<file path="src/rtl/muldiv_sequencer_if.sv">
// ============================================================================
//  Module      : muldiv_sequencer_if
//  Description : Execute/Decode-side bundle for the multi-cycle mult/div unit.
//                master = pipeline side, slave = sequencer side.
//  Revision    : 1.0 - initial release
// ============================================================================
`default_nettype none

interface muldiv_sequencer_if #(
  parameter int WIDTH = 32
);
  logic             startE;
  logic             divE;
  logic             signedE;
  logic [WIDTH-1:0] srcaE;
  logic [WIDTH-1:0] srcbE;
  logic             hlreadD;
  logic             muldivD;
  logic             cancel;
  logic [WIDTH-1:0] hi;
  logic [WIDTH-1:0] lo;
  logic             hlwrite;
  logic             divzero;
  logic             busy;
  logic             stallhl;

  modport master (
    output startE, divE, signedE, srcaE, srcbE, hlreadD, muldivD, cancel,
    input  hi, lo, hlwrite, divzero, busy, stallhl
  );

  modport slave (
    input  startE, divE, signedE, srcaE, srcbE, hlreadD, muldivD, cancel,
    output hi, lo, hlwrite, divzero, busy, stallhl
  );
endinterface

`default_nettype wire

</file>
<file path="src/rtl/muldiv_sequencer.sv">
// ============================================================================
//  Module      : muldiv_sequencer
//  Description : Radix-2 shift-add multiplier / restoring divider feeding the
//                HI/LO registers. Fixed WIDTH+2 cycle latency, sign handled by
//                magnitude arithmetic plus a final fixup cycle.
//  Revision    : 1.0 - initial release
// ============================================================================
`default_nettype none

module muldiv_sequencer #(
  parameter int WIDTH = 32
) (
  input  wire logic         clk,
  input  wire logic         reset,    // asynchronous, active-low
  muldiv_sequencer_if.slave bus
);

  localparam int               CNT_W = $clog2(WIDTH);
  localparam logic [CNT_W-1:0] LAST  = CNT_W'(WIDTH - 1);

  typedef enum logic [2:0] {
    S_IDLE  = 3'd0,
    S_MUL   = 3'd1,
    S_DIV   = 3'd2,
    S_FIXUP = 3'd3,
    S_DONE  = 3'd4
  } state_t;

  state_t             r_state;
  logic [CNT_W-1:0]   r_cnt;
  logic [2*WIDTH-1:0] r_acc;      // mul: {partial, multiplier}; div: {rem, quot}
  logic [WIDTH-1:0]   r_op;       // |multiplicand| or |divisor|
  logic [WIDTH-1:0]   r_orig_a;   // raw dividend, returned in HI on divide-by-zero
  logic               r_div;
  logic               r_bzero;
  logic               r_rsign;
  logic               r_remsign;
  logic [WIDTH-1:0]   r_hi;
  logic [WIDTH-1:0]   r_lo;
  logic               r_hlwrite;
  logic               r_divzero;

  logic [WIDTH-1:0]   w_abs_a;
  logic [WIDTH-1:0]   w_abs_b;
  logic [WIDTH:0]     w_sum;
  logic [2*WIDTH-1:0] w_mul_next;
  logic [WIDTH:0]     w_shift;
  logic [WIDTH:0]     w_sub;
  logic               w_ge;
  logic [2*WIDTH-1:0] w_div_next;
  logic [2*WIDTH-1:0] w_neg_acc;
  logic [WIDTH-1:0]   w_fix_hi;
  logic [WIDTH-1:0]   w_fix_lo;

  // Operand magnitudes; unsigned ops pass the raw bits through
  assign w_abs_a = (bus.signedE && bus.srcaE[WIDTH-1]) ? (~bus.srcaE + 1'b1) : bus.srcaE;
  assign w_abs_b = (bus.signedE && bus.srcbE[WIDTH-1]) ? (~bus.srcbE + 1'b1) : bus.srcbE;

  // One shift-add step: add into the upper half when the multiplier LSB is set, then shift right
  assign w_sum      = {1'b0, r_acc[2*WIDTH-1:WIDTH]} + {1'b0, r_op};
  assign w_mul_next = r_acc[0] ? {w_sum, r_acc[WIDTH-1:1]} : {1'b0, r_acc[2*WIDTH-1:1]};

  // One restoring-divide step. Since rem < divisor before the shift, the shifted value is below
  // 2*divisor, so the borrow bit of the subtraction alone decides rem >= divisor.
  assign w_shift    = {r_acc[2*WIDTH-1:WIDTH], r_acc[WIDTH-1]};
  assign w_sub      = w_shift - {1'b0, r_op};
  assign w_ge       = ~w_sub[WIDTH];
  assign w_div_next = {(w_ge ? w_sub[WIDTH-1:0] : w_shift[WIDTH-1:0]), r_acc[WIDTH-2:0], w_ge};

  assign w_neg_acc  = ~r_acc + 1'b1;

  // Sign restoration and divide-by-zero override applied during FIXUP
  always_comb begin
    w_fix_hi = r_acc[2*WIDTH-1:WIDTH];
    w_fix_lo = r_acc[WIDTH-1:0];
    if (r_div) begin
      if (r_bzero) begin
        w_fix_hi = r_orig_a;
        w_fix_lo = '1;
      end else begin
        if (r_rsign)   w_fix_lo = ~r_acc[WIDTH-1:0] + 1'b1;
        if (r_remsign) w_fix_hi = ~r_acc[2*WIDTH-1:WIDTH] + 1'b1;
      end
    end else if (r_rsign) begin
      w_fix_hi = w_neg_acc[2*WIDTH-1:WIDTH];
      w_fix_lo = w_neg_acc[WIDTH-1:0];
    end
  end

  // Sequencer FSM: operand capture, iteration, fixup and the registered HI/LO write pulse.
  // A startE arriving while busy is simply not looked at outside IDLE.
  always_ff @(posedge clk or negedge reset) begin
    if (!reset) begin
      r_state   <= S_IDLE;
      r_cnt     <= '0;
      r_acc     <= '0;
      r_op      <= '0;
      r_orig_a  <= '0;
      r_div     <= 1'b0;
      r_bzero   <= 1'b0;
      r_rsign   <= 1'b0;
      r_remsign <= 1'b0;
      r_hi      <= '0;
      r_lo      <= '0;
      r_hlwrite <= 1'b0;
      r_divzero <= 1'b0;
    end else begin
      r_hlwrite <= 1'b0;
      r_divzero <= 1'b0;
      case (r_state)
        S_IDLE: begin
          if (bus.startE) begin
            r_op      <= bus.divE ? w_abs_b : w_abs_a;
            r_acc     <= {{WIDTH{1'b0}}, (bus.divE ? w_abs_a : w_abs_b)};
            r_orig_a  <= bus.srcaE;
            r_div     <= bus.divE;
            r_bzero   <= (bus.srcbE == '0);
            r_rsign   <= (bus.srcaE[WIDTH-1] ^ bus.srcbE[WIDTH-1]) & bus.signedE;
            r_remsign <= bus.srcaE[WIDTH-1] & bus.signedE;
            r_cnt     <= '0;
            r_state   <= bus.divE ? S_DIV : S_MUL;
          end
        end
        S_MUL, S_DIV: begin
          if (bus.cancel) begin
            r_cnt   <= '0;
            r_state <= S_IDLE;
          end else begin
            r_acc <= (r_state == S_MUL) ? w_mul_next : w_div_next;
            r_cnt <= r_cnt + CNT_W'(1);
            if (r_cnt == LAST) r_state <= S_FIXUP;
          end
        end
        S_FIXUP: begin
          if (bus.cancel) begin
            r_state <= S_IDLE;
          end else begin
            r_hi      <= w_fix_hi;
            r_lo      <= w_fix_lo;
            r_hlwrite <= 1'b1;
            r_divzero <= r_div & r_bzero;
            r_state   <= S_DONE;
          end
        end
        S_DONE:  r_state <= S_IDLE;
        default: r_state <= S_IDLE;
      endcase
    end
  end

  assign bus.hi      = r_hi;
  assign bus.lo      = r_lo;
  assign bus.hlwrite = r_hlwrite;
  assign bus.divzero = r_divzero;
  assign bus.busy    = (r_state != S_IDLE);
  assign bus.stallhl = bus.busy & (bus.hlreadD | bus.muldivD);

endmodule

`default_nettype wire

</file>
<file path="src/flat_wrapper.sv">
// flat-port wrapper written by rule: the top's interface ports become plain ports
module muldiv_sequencer_flat 
#(
  parameter int WIDTH = 32
)
  (clk, reset, bus_startE, bus_divE, bus_signedE, bus_srcaE, bus_srcbE, bus_hlreadD, bus_muldivD, bus_cancel, bus_hi, bus_lo, bus_hlwrite, bus_divzero, bus_busy, bus_stallhl);
  muldiv_sequencer_if #(.WIDTH(WIDTH)) bus_i ();
  input  wire logic clk;
  input  wire logic reset;
  input wire logic [$bits(bus_i.startE)-1:0] bus_startE;
  input wire logic [$bits(bus_i.divE)-1:0] bus_divE;
  input wire logic [$bits(bus_i.signedE)-1:0] bus_signedE;
  input wire logic [$bits(bus_i.srcaE)-1:0] bus_srcaE;
  input wire logic [$bits(bus_i.srcbE)-1:0] bus_srcbE;
  input wire logic [$bits(bus_i.hlreadD)-1:0] bus_hlreadD;
  input wire logic [$bits(bus_i.muldivD)-1:0] bus_muldivD;
  input wire logic [$bits(bus_i.cancel)-1:0] bus_cancel;
  output wire logic [$bits(bus_i.hi)-1:0] bus_hi;
  output wire logic [$bits(bus_i.lo)-1:0] bus_lo;
  output wire logic [$bits(bus_i.hlwrite)-1:0] bus_hlwrite;
  output wire logic [$bits(bus_i.divzero)-1:0] bus_divzero;
  output wire logic [$bits(bus_i.busy)-1:0] bus_busy;
  output wire logic [$bits(bus_i.stallhl)-1:0] bus_stallhl;
  assign bus_i.startE = bus_startE;
  assign bus_i.divE = bus_divE;
  assign bus_i.signedE = bus_signedE;
  assign bus_i.srcaE = bus_srcaE;
  assign bus_i.srcbE = bus_srcbE;
  assign bus_i.hlreadD = bus_hlreadD;
  assign bus_i.muldivD = bus_muldivD;
  assign bus_i.cancel = bus_cancel;
  assign bus_hi = bus_i.hi;
  assign bus_lo = bus_i.lo;
  assign bus_hlwrite = bus_i.hlwrite;
  assign bus_divzero = bus_i.divzero;
  assign bus_busy = bus_i.busy;
  assign bus_stallhl = bus_i.stallhl;
  muldiv_sequencer #(.WIDTH(WIDTH)) u_core (.clk(clk), .reset(reset), .bus(bus_i));
endmodule
</file>
<file path="config.mk">
export PLATFORM = sky130hd
export DESIGN_NAME = muldiv_sequencer_flat
export DESIGN_NICKNAME = d
export VERILOG_FILES = /design/src/rtl/muldiv_sequencer_if.sv /design/src/rtl/muldiv_sequencer.sv /design/src/flat_wrapper.sv
export SDC_FILE = /design/constraint.sdc
export NUM_CORES = 1
export LEC_CHECK = 0
export ABC_CLOCK_PERIOD_IN_PS = 4750
export CORE_MARGIN = 3
export CORE_UTILIZATION = 60
export CTS_BUF_LIST = sky130_fd_sc_hd__clkbuf_16
export CTS_CLUSTER_SIZE = 30
export DETAILED_ROUTE_END_ITERATION = 7
export GPL_TIMING_DRIVEN = 1
export PLACE_DENSITY_LB_ADDON = 0.25
export SETUP_SLACK_MARGIN = 0.2
export SKIP_CTS_REPAIR_TIMING = 1
export SYNTH_ARGS = -nofsm -noshare
export SYNTH_HDL_FRONTEND = slang
export SYNTH_SLANG_ARGS = --single-unit
</file>
<file path="constraint.sdc">
create_clock -name clk -period 4.75 [get_ports clk]
set_input_delay 0.95 -clock clk [delete_from_list [all_inputs] [get_ports clk]]
set_output_delay 0.95 -clock clk [all_outputs]
set_load 0.02 [all_outputs]
</file>
==> metrics.txt <==
status complete, no violations; final RePlAce weighted congestion approximately 1.1; fmax approximately 240 MHz; CP dominant cell by count a21oi_1; compound-cell area share of the yosys netlist about 25%; CP Cell Sequence inv_1, ha_1, fa_1, nand2b_1, a21oi_1, o211ai_1, a311oi_1, o22ai_1, xor2_4, buf_12, buf_4, a211oi_1, a21oi_1, o221ai_1; Synth Area in Adders approximately 5.3%; CP startpoint kind register; CTS HTree Levels 1; Clock Latency Late Sink between 0.5 and 0.6 ns; Worst-Margin Slew 1.19 ns; via count roughly 18000; Worst Setup SP u_core.r_acc[31]; Tot Pwr roughly 15 mW; worst path bufs/invs 3; period utilization 87.1%; first-pass GRT wire length 101 mm; YS warnings 0; multiplexer share of the synthesized area ~3.6%; Layout fillers roughly 2300; grt total ovfl 0; crit path max fanout 38; Die H roughly 180 um; core area about 28000 sq um; IO Port Bufs 139; critical path type reg -> reg; synthesized area per cell roughly 7.6 sq um; CTS Buffer Depth 3; top_reg_cell synth dfrtp_1; r2r worst-path depth 14; final WL 65.8 mm; pwr dens 787 nW/um^2; crit path to u_core.r_acc[35]; commonest non-fill, non-tap cell in the layout nand2_1; post-route ant nets 0; initial antenna violation count 1; total CTS buffers 24; largest net degree at the start of global routing 99; fin nets ~2500; Max IR drop VDD 584 uV; fraction of layout cells with a size suffix above 1 under 10%; WL/cell roughly 24 um; largest family of logic cells by synthesized area compound AO/OA/AOI/OAI gates; max incr delay on CP roughly 0.42 ns; number of library cell types mapped by synthesis 85; TritonRoute pass-1 iters 8; post-synthesis simple-gate area fraction a little over a fifth; Cell Area, Synth 17200 sq um; family with the most delay on the worst path compound AO/OA/AOI/OAI gates; setup TNS 0 ns; max cap viols 0; post-synthesis xor/xnor area fraction 9.48%; post-synth top area share approximately 30%; Syn Nets around 2400; post-DP HPWL 48.5 mm; Relative slew margins 20.7%; DRT iter0 DRCs 2259; crit path DAT 4.54 ns; Die Area between 30000 and 40000 sq um; Core Rows 61; Hold Crit Class in -> async; Post-synth ARST share 100%; vias per cell between 6 and 7; Die X between 150 and 200 um; Slew Limit Fails 0; CTS tree built; Layout area overhead 14.0%; initial core utilization about three fifths; synthesized flop and latch total a little over 200; RR Startpoint u_core.r_acc[31]; Syn Inst Count roughly 2300; # diodes 0; Final setup viols 0; Synth area leaders dfrtp_1, nand2_1, a21oi_1; Num Clock Sinks slightly above 200; critical path depth 14; vias in the first global route around 18000; RSZ-0062 raised after global routing false; register area share after synthesis 30.0%; Clock Skew 0.0200 ns; leading cell types in the layout, fill and taps excluded nand2_1, a21oi_1, nor2_1; Residual DRC 0; Critical Path Slowest Stage Cell xor2_4; Clock Pin Slew Worst Setup and Hold Paths 0.07 ns; Synth area leader dfrtp_1; GRT Util Overall about two fifths; final hold viol count 0; Leak approximately 8.4 nW; num ports 140; CP endpoint kind register; reg-to-reg slack, setup 0.61 ns; CP Data Required Time 5.15 ns; min Tclk post-route 4.14 ns; root buffer cell clkbuf_16; reg2reg end u_core.r_acc[35]; Post-synth EDFFs 0
[Yosys cell counts (7+ instances only)]
master / count
o31ai_1: 30
a21oi_1: 255
or4_1: 15
o21ai_0: 185
nor2b_1: 21
o211ai_1: 26
clkbuf_1: 149
nand4_1: 23
inv_1: 60
a22o_1: 9
buf_1: 18
a21o_1: 24
o21ai_1: 8
a31oi_1: 22
a211oi_1: 24
ha_1: 70
nor4_1: 14
nand2_1: 348
xor2_1: 102
or3_1: 19
nor2_1: 217
dfrtp_1: 206
a311oi_1: 7
nand3_1: 40
and2_1: 7
xnor2_1: 84
nand2b_1: 17
mux2i_1: 57
o22ai_1: 11
o41ai_1: 13
o221ai_1: 20
nor3_1: 43
o21a_1: 11
nand3b_1: 7
[how the worst min path moves through the flow]
stage | startpoint | end | cells past startpoint | slack (ns)
after floorplan | u_core.r_orig_a[2] | u_core.r_orig_a[2] | 2 | 0.44
after global placement | u_core.r_orig_a[26] | u_core.r_orig_a[26] | 2 | 0.45
after detailed placement | u_core.r_orig_a[26] | u_core.r_orig_a[26] | 2 | 0.46
after CTS | u_core.r_orig_a[17] | u_core.r_orig_a[17] | 2 | 0.48
after global routing | u_core.r_orig_a[18] | u_core.r_orig_a[18] | 2 | 0.49
final | reset | u_core.r_orig_a[21] | 1 | 0.48
[power breakdown]
| group | leakage [nW] | internal, mW | switching [mW] | total, mW |
|---|---|---|---|---|
| clock | 0.407 | 1.11 | 0.791 | 1.90 |
| combinational | 5.51 | 3.75 | 6.10 | 9.86 |
| sequential | 2.53 | 2.54 | 1.11 | 3.66 |
[state kept, by name (all words and copies together), names as in the netlist]
| signal | count |
|---|---|
| u_core.r_state | 3 |
| u_core.r_div | 1 |
| u_core.r_rsign | 1 |
| u_core.r_remsign | 1 |
| u_core.r_op | 32 |
| u_core.r_cnt | 5 |
| u_core.r_bzero | 1 |
| u_core.r_orig_a | 32 |
| u_core.bus.lo | 32 |
| u_core.r_acc | 64 |
| u_core.bus.hlwrite | 1 |
| u_core.bus.divzero | 1 |
| u_core.bus.hi | 32 |
[stage by stage]
| stage | util, % | worst slack (ns) | area (sq um) | hold slack (ns) | std cells |
|---|---|---|---|---|---|
| after floorplan | - | 1.35 | 17200 | 0.440 | 2272 |
| after global placement | 67.1 | 0.590 | 18800 | 0.454 | 2666 |
| after detailed placement | 67.1 | 0.562 | 18800 | 0.457 | 2666 |
| after CTS | 69.9 | 0.805 | 19600 | 0.479 | 2709 |
| after global routing | 69.9 | 0.462 | 19600 | 0.491 | 2709 |
| final | 69.9 | 0.611 | 19600 | 0.478 | 2709 |
[worst register-to-register path, cell delays in order (launching register included)]
cell	delay [ns]
dfrtp_1	0.40
inv_1	0.14
ha_1	0.24
fa_1	0.41
nand2b_1	0.18
a21oi_1	0.32
o211ai_1	0.37
a311oi_1	0.40
o22ai_1	0.19
xor2_4	0.42
buf_12	0.27
buf_4	0.25
a211oi_1	0.08
a21oi_1	0.17
o221ai_1	0.16
[area by class of cell]
| class | count | area [sq um] | area share, % |
|---|---|---|---|
| clock inverters | 18 | 160 | 0.817 |
| multi-input cells | 1834 | 11200 | 57.1 |
| clock buffers | 25 | 626 | 3.19 |
| flip-flops and latches | 206 | 5160 | 26.3 |
| well taps | 378 | 473 | 2.41 |
| inverters | 61 | 229 | 1.17 |
| repair buffers | 187 | 1760 | 9.00 |
[layer usage]
| metal | vias up | routed length [um] | track usage [%] |
|---|---|---|---|
| li1 | 8142 | - | - |
| met3 | 298 | 7280 | 9.17 |
| met1 | 8624 | 24900 | 53.7 |
| met2 | 1215 | 28600 | 64.6 |
| met5 | - | 13 | 0 |
| met4 | 2 | 4980 | 25.0 |
[cells by family (layout without fill, tap and decap cells)]
kind of cell | count (synthesis) | count (layout)
compound gates | 708 | 708
buf+inv | 232 | 291
xor+xnor | 186 | 186
simple gates | 806 | 806
flops | 206 | 206
mux | 62 | 62
fa+ha+maj | 72 | 72
Power figures use the tool's default switching activity.
